### src/rtl/conv_tile_engine.sv
// conv_tile_engine: loads a square image and a set of square kernels in one
// burst, then streams every output feature map (kernel-major, row, column).
// Stride 1/2 and signed-weight mode are captured on the first load beat.
module conv_tile_engine #(
    parameter int IMG_DIM = 6,
    parameter int KER_DIM = 2,
    parameter int NUM_KER = 6,
    parameter int PIX_W   = 3,
    parameter int OUT_W   = 8
) (
    input  logic                              clk1,
    input  logic                              rst_n,
    input  logic                              in_valid,
    input  logic [IMG_DIM*PIX_W-1:0]          in_row,
    input  logic [KER_DIM*KER_DIM*PIX_W-1:0]  in_kernel,
    input  logic [1:0]                        in_mode,
    output logic                              out_valid,
    output logic [OUT_W-1:0]                  out_data
);
    localparam int L     = (IMG_DIM > NUM_KER) ? IMG_DIM : NUM_KER;
    localparam int KK    = KER_DIM * KER_DIM;
    localparam int OD1   = IMG_DIM - KER_DIM + 1;
    localparam int OD2   = (IMG_DIM - KER_DIM) / 2 + 1;
    localparam int BW    = (L > 1) ? $clog2(L) : 1;
    localparam int DW    = (OD1 > 1) ? $clog2(OD1) : 1;
    localparam int KW    = (NUM_KER > 1) ? $clog2(NUM_KER) : 1;
    // Wide enough that the exact sum never wraps before the final truncation.
    localparam int ACC_W = OUT_W + 2 * PIX_W + $clog2(KK + 1) + 1;

    typedef enum logic [1:0] {S_IDLE, S_LOAD, S_WAIT, S_OUT} state_t;

    state_t                    state_q, state_d;
    logic [BW-1:0]             beat_q;
    logic [1:0]                mode_q;
    logic [KW-1:0]             k_q;
    logic [DW-1:0]             i_q, j_q;
    logic                      out_valid_q;
    logic [OUT_W-1:0]          out_data_q;
    logic [IMG_DIM*PIX_W-1:0]  img_q [IMG_DIM];
    logic [KK*PIX_W-1:0]       ker_q [NUM_KER];

    logic                      load_en, out_en, last_out;
    int                        load_idx, stride, od;
    logic [PIX_W-1:0]          pix, wgt;
    logic signed [ACC_W-1:0]   acc;

    // Geometry for the captured mode and end-of-stream detection.
    always_comb begin
        stride   = mode_q[0] ? 2 : 1;
        od       = mode_q[0] ? OD2 : OD1;
        last_out = (state_q == S_OUT) && (int'(k_q) == NUM_KER - 1) &&
                   (int'(i_q) == od - 1) && (int'(j_q) == od - 1);
    end

    // FSM state register.
    always_ff @(posedge clk1 or negedge rst_n) begin
        if (!rst_n) state_q <= S_IDLE;
        else        state_q <= state_d;
    end

    // FSM next state; a frame starts only from IDLE once the last result has left.
    always_comb begin
        state_d = state_q;
        case (state_q)
            S_IDLE: if (in_valid && !out_valid_q) state_d = (L == 1) ? S_WAIT : S_LOAD;
            S_LOAD: if (int'(beat_q) == L - 1) state_d = S_WAIT;
            S_WAIT: state_d = S_OUT;
            S_OUT:  if (last_out) state_d = S_IDLE;
            default: state_d = S_IDLE;
        endcase
    end

    // FSM outputs: load strobe with beat index, and compute strobe.
    always_comb begin
        load_en  = ((state_q == S_IDLE) && in_valid && !out_valid_q) || (state_q == S_LOAD);
        load_idx = (state_q == S_LOAD) ? int'(beat_q) : 0;
        out_en   = (state_q == S_OUT);
    end

    // Image and kernel storage; contents are don't-care until loaded.
    always_ff @(posedge clk1) begin
        if (load_en) begin
            for (int t = 0; t < IMG_DIM; t++)
                if (load_idx == t) img_q[t] <= in_row;
            for (int t = 0; t < NUM_KER; t++)
                if (load_idx == t) ker_q[t] <= in_kernel;
        end
    end

    // One output window: unsigned pixels times (optionally signed) weights.
    always_comb begin
        acc = '0;
        for (int r = 0; r < KER_DIM; r++) begin
            for (int c = 0; c < KER_DIM; c++) begin
                pix = '0;
                wgt = '0;
                for (int y = 0; y < IMG_DIM; y++)
                    for (int x = 0; x < IMG_DIM; x++)
                        if (y == int'(i_q) * stride + r && x == int'(j_q) * stride + c)
                            pix = img_q[y][x*PIX_W +: PIX_W];
                for (int n = 0; n < NUM_KER; n++)
                    if (n == int'(k_q)) wgt = ker_q[n][(r*KER_DIM+c)*PIX_W +: PIX_W];
                acc = acc + signed'({{(ACC_W-PIX_W){1'b0}}, pix}) *
                            signed'({{(ACC_W-PIX_W){wgt[PIX_W-1] & mode_q[1]}}, wgt});
            end
        end
    end

    // Beat counter, mode capture, output walk counters and registered output.
    always_ff @(posedge clk1 or negedge rst_n) begin
        if (!rst_n) begin
            beat_q      <= '0;
            mode_q      <= '0;
            k_q         <= '0;
            i_q         <= '0;
            j_q         <= '0;
            out_valid_q <= 1'b0;
            out_data_q  <= '0;
        end else begin
            beat_q <= load_en ? beat_q + 1'b1 : '0;
            if ((state_q == S_IDLE) && load_en) mode_q <= in_mode;
            if (out_en) begin
                if (int'(j_q) == od - 1) begin
                    j_q <= '0;
                    if (int'(i_q) == od - 1) begin
                        i_q <= '0;
                        k_q <= k_q + 1'b1;
                    end else begin
                        i_q <= i_q + 1'b1;
                    end
                end else begin
                    j_q <= j_q + 1'b1;
                end
            end else begin
                k_q <= '0;
                i_q <= '0;
                j_q <= '0;
            end
            out_valid_q <= out_en;
            out_data_q  <= out_en ? acc[OUT_W-1:0] : '0;
        end
    end

    assign out_valid = out_valid_q;
    assign out_data  = out_data_q;
endmodule

### config.mk
export PLATFORM = sky130hd
export DESIGN_NAME = conv_tile_engine
export DESIGN_NICKNAME = d
export VERILOG_FILES = /design/src/rtl/conv_tile_engine.sv
export SDC_FILE = /design/constraint.sdc
export NUM_CORES = 1
export LEC_CHECK = 0
export CAP_MARGIN = 20
export CORE_MARGIN = 2
export CORE_UTILIZATION = 38
export CTS_CLUSTER_SIZE = 16
export DETAILED_ROUTE_END_ITERATION = 10
export SYNTH_ARGS = -nofsm -noshare
export SYNTH_HDL_FRONTEND = slang
export SYNTH_SLANG_ARGS = --single-unit
export TNS_END_PERCENT = 30
### constraint.sdc
create_clock -name clk1 -period 12.4 [get_ports clk1]
set_input_delay 1.24 -clock clk1 [delete_from_list [all_inputs] [get_ports clk1]]
set_output_delay 1.24 -clock clk1 [all_outputs]
set_load 0.005 [all_outputs]
==> impl_metrics.yaml <==
final_layout:
  antenna_cells: 0
  final_area_mm2: 0.0160
  layout.cells.non_filler: 1942
  multi_input_area_mm2: 0.00753
  layout-drive-gt1-share: 0.0828
  seqCellArea_mm2: 0.00603
  fillers: 3409
  nNetsFinal: 1592
  syn_to_final_growth_pct: 12.4
min_path:
  hold_path_class: "reg2reg"
synthesis:
  synth_edf_count: 180
  async_flop_share: 0.122
  ys_top_cells_by_area: "edfxtp_1 (38%), fa_1 (6.1%), ha_1 (5.0%), dfrtp_1 (4.4%), nand2_1 (3.6%)"
  syn_avg_cell_area_um2: 9.94
  netlist_instances: 1430
  syn-num-nets: 1565
  ys.flop_type: "edfxtp_1"
  seq_area_frac_synth: 0.424
  synthDistinctLibCells: 93
  synth_seq_cells: 205
  ys_warn_count: 0
  yosys.area.top_type: "edfxtp_1"
  synth_top_area_share: 0.380
  syn_area_mm2: 0.0142
global_route:
  antenna_found_initial: 0
  grt_pass1_vias: 12300
  grt_usage: 0.259
  grt_overflow: 0
  grt_pass1_wl_mm: 76.8
  grt_max_degree: 51
critical_path:
  critPathSlowestCell: "nor4_1"
  cp-end-kind: "register"
  critical_path_class: "reg2reg"
  cp_top_family: "adder cells"
  crit_path_max_fanout: 43
  cp-start-kind: "register"
  cpMostUsedCell: "fa_1"
  worstPathArrival_ps: 10630
  critPathRequiredTime_ps: 12810
  slowest_delay_ps: 940
  critPathBufInv: 7
sta:
  tightestPinTransition_ps: 1220
  maxSlewViolCount: 0
  holdWs_ps: 585
  setup_tns_ps: 0
  final.min_clock_period_ps: 10220
  setup_viol: 0
  slew-limit-headroom: 0.184
  fin_skew_ps: 20.8
  max_freq_mhz: 97.8
  hold_viol: 0
  fin_crit_sh: 0.824
  rsz0062_at_grt: "false"
routing:
  wl_per_cell_um: 26.0
  dr.pass1.iters: 9
  drt_wl_total_mm: 50.6
  drc: 0
  drt-vias-per-instance: 6.49
  drt-initial-drc-count: 1845
  drt.antenna.violating_nets: 0
  num_vias: 12600
place:
  hpwl_mm: 36.2
  placed_area_mm2: 0.0152
  gp_congestion: 1.01
  dp.cells: 1900
  portBuffers: 43
die:
  die_area_mm2: 0.0390
  die_h_um: 197
  core-area_mm2: 0.0367
  initial_core_util: 0.387
  die_w_um: 197
  core.rowCount: 70
  pin_count: 44
pwr:
  finalPower_mw: 1.46
  leakage_nw: 5.73
  power_density_mw_per_mm2: 91.2
  ir_drop_v: 0.0000749
clock_tree:
  cts_tree: "yes"
  htreeDepth: 1
  clock_tree.root_cell: "clkbuf_16"
  cts_sinks: 205
  cts_resized: 0
  numCtsBuffers: 23
  ctsHoldBuffers: 0
  clkTransAtPathRegs_ps: 60
  postCtsSetupBuffers: 0
  clkLatencyLatePin_ps: 540
  clock_path_buffers: 3
run:
  max-cap-violations: 0
outcome:
  status: "completed"
==> synth_stat cells, drive strengths merged (11+ instances only) <==
library cell	n
nor4	16
edfxtp	180
nor2b	17
clkbuf	37
nand2	137
a22oi	40
xnor2	17
o211ai	18
nor2	127
o22ai	40
dfrtp	25
buf	39
and2	18
nand4	12
nand2b	14
fa	43
o221ai	11
inv	96
a211oi	21
nand3	40
o21ai	75
a21oi	88
a221oi	17
ha	57
a32oi	18
nor3	40
and3	16
==> cells in the final DEF (no fill, tap or decap), types with 12 or more instances in the layout <==
cell type	instances
a21oi_1	86
fa_1	43
ha_1	57
nor2b_1	17
nand2b_1	14
nand3_1	38
buf_4	34
xnor2_1	16
nand4_1	12
a221oi_1	16
clkbuf_16	23
a32oi_1	18
a211oi_1	21
nor3_1	33
nand2_1	136
inv_1	96
clkdlybuf4s50_1	43
a22oi_1	40
nor4_1	13
o211ai_1	18
edfxtp_1	180
o21ai_0	63
dfrtp_1	25
nor2_1	123
and3_1	16
and2_1	17
o22ai_1	40
==> power by group <==
part,internal (mW),switching (mW)
clock,0.400,0.284
sequential,0.751,0
combinational,0.00973,0.0127
total,1.16,0.297
==> kinds of logic after synthesis <==
group                      count (synthesis)  share of synthesized area
and+or+nand+nor                          481                      0.174
AOI/OAI and AO/OA                        434                      0.212
DFF                                      205                      0.424
buffers and inverters                    172                     0.0502
adders and majority gates                103                      0.113
xor gates and xnor gates                  21                     0.0163
muxes                                     14                     0.0107
==> state kept, by name, summed over array words and instances (netlist names) <==
| register | count |
|---|---|
| k_q | 3 |
| img_q | 108 |
| mode_q | 2 |
| j_q | 3 |
| out_data | 8 |
| out_valid | 1 |
| state_q | 2 |
| ker_q | 72 |
| beat_q | 3 |
| i_q | 3 |
==> worst paths after layout <==
kind | slack [ps] | endpoint | startpoint | cells after the start
hold / removal | 580 | state_q[1]$_DFFE_PN0P_ | state_q[1]$_DFFE_PN0P_ | 1
max in group asynchronous | 11060 | k_q[1]$_DFFE_PN0P_ | rst_n | 2
min in group asynchronous | 1070 | j_q[1]$_DFF_PN0_ | rst_n | 2
hold reg to reg | 580 | state_q[1]$_DFFE_PN0P_ | state_q[1]$_DFFE_PN0P_ | 1
setup reg to reg | 2180 | out_data[7]$_DFF_PN0_ | mode_q[0]$_DFFE_PN0P_ | 33
setup / recovery | 2180 | out_data[7]$_DFF_PN0_ | mode_q[0]$_DFFE_PN0P_ | 33
==> worst reg2reg max path, delay by kind of cell, from the launching register on <==
kind            cells  cell delay (ps)
fa+ha+maj           9             4030
simple gates        7             2720
compound gates      8             1490
buf+inv             7             1310
flops               1              320
xor+xnor            2              240
==> area by class of cell <==
| class | instances | area share |
|---|---|---|
| clock buffer | 29 | 0.0387 |
| inverter | 96 | 0.0226 |
| multi-input combinational | 1053 | 0.472 |
| sequential | 205 | 0.378 |
| timing repair buffer | 78 | 0.0439 |
| tap | 468 | 0.0367 |
| clock inverter | 13 | 0.00893 |
==> through the flow <==
step | utilization | setup slack, ps
CTS | 0.435 | 2410
global placement | 0.414 | 2700
finish | 0.435 | 2180
global route | 0.435 | 1880
detailed placement | 0.414 | 2440
floorplan | - | 3730
==> layer usage <==
| layer | global-route usage | share of wire | vias up |
|---|---|---|---|
| li1 | - | - | 5473 |
| met1 | 0.374 | 0.42 | 6096 |
| met2 | 0.382 | 0.42 | 883 |
| met3 | 0.0522 | 0.11 | 155 |
| met4 | 0.101 | 0.041 | 0 |
| met5 | 0 | 0 | - |
(Power assumes the default switching activity.)
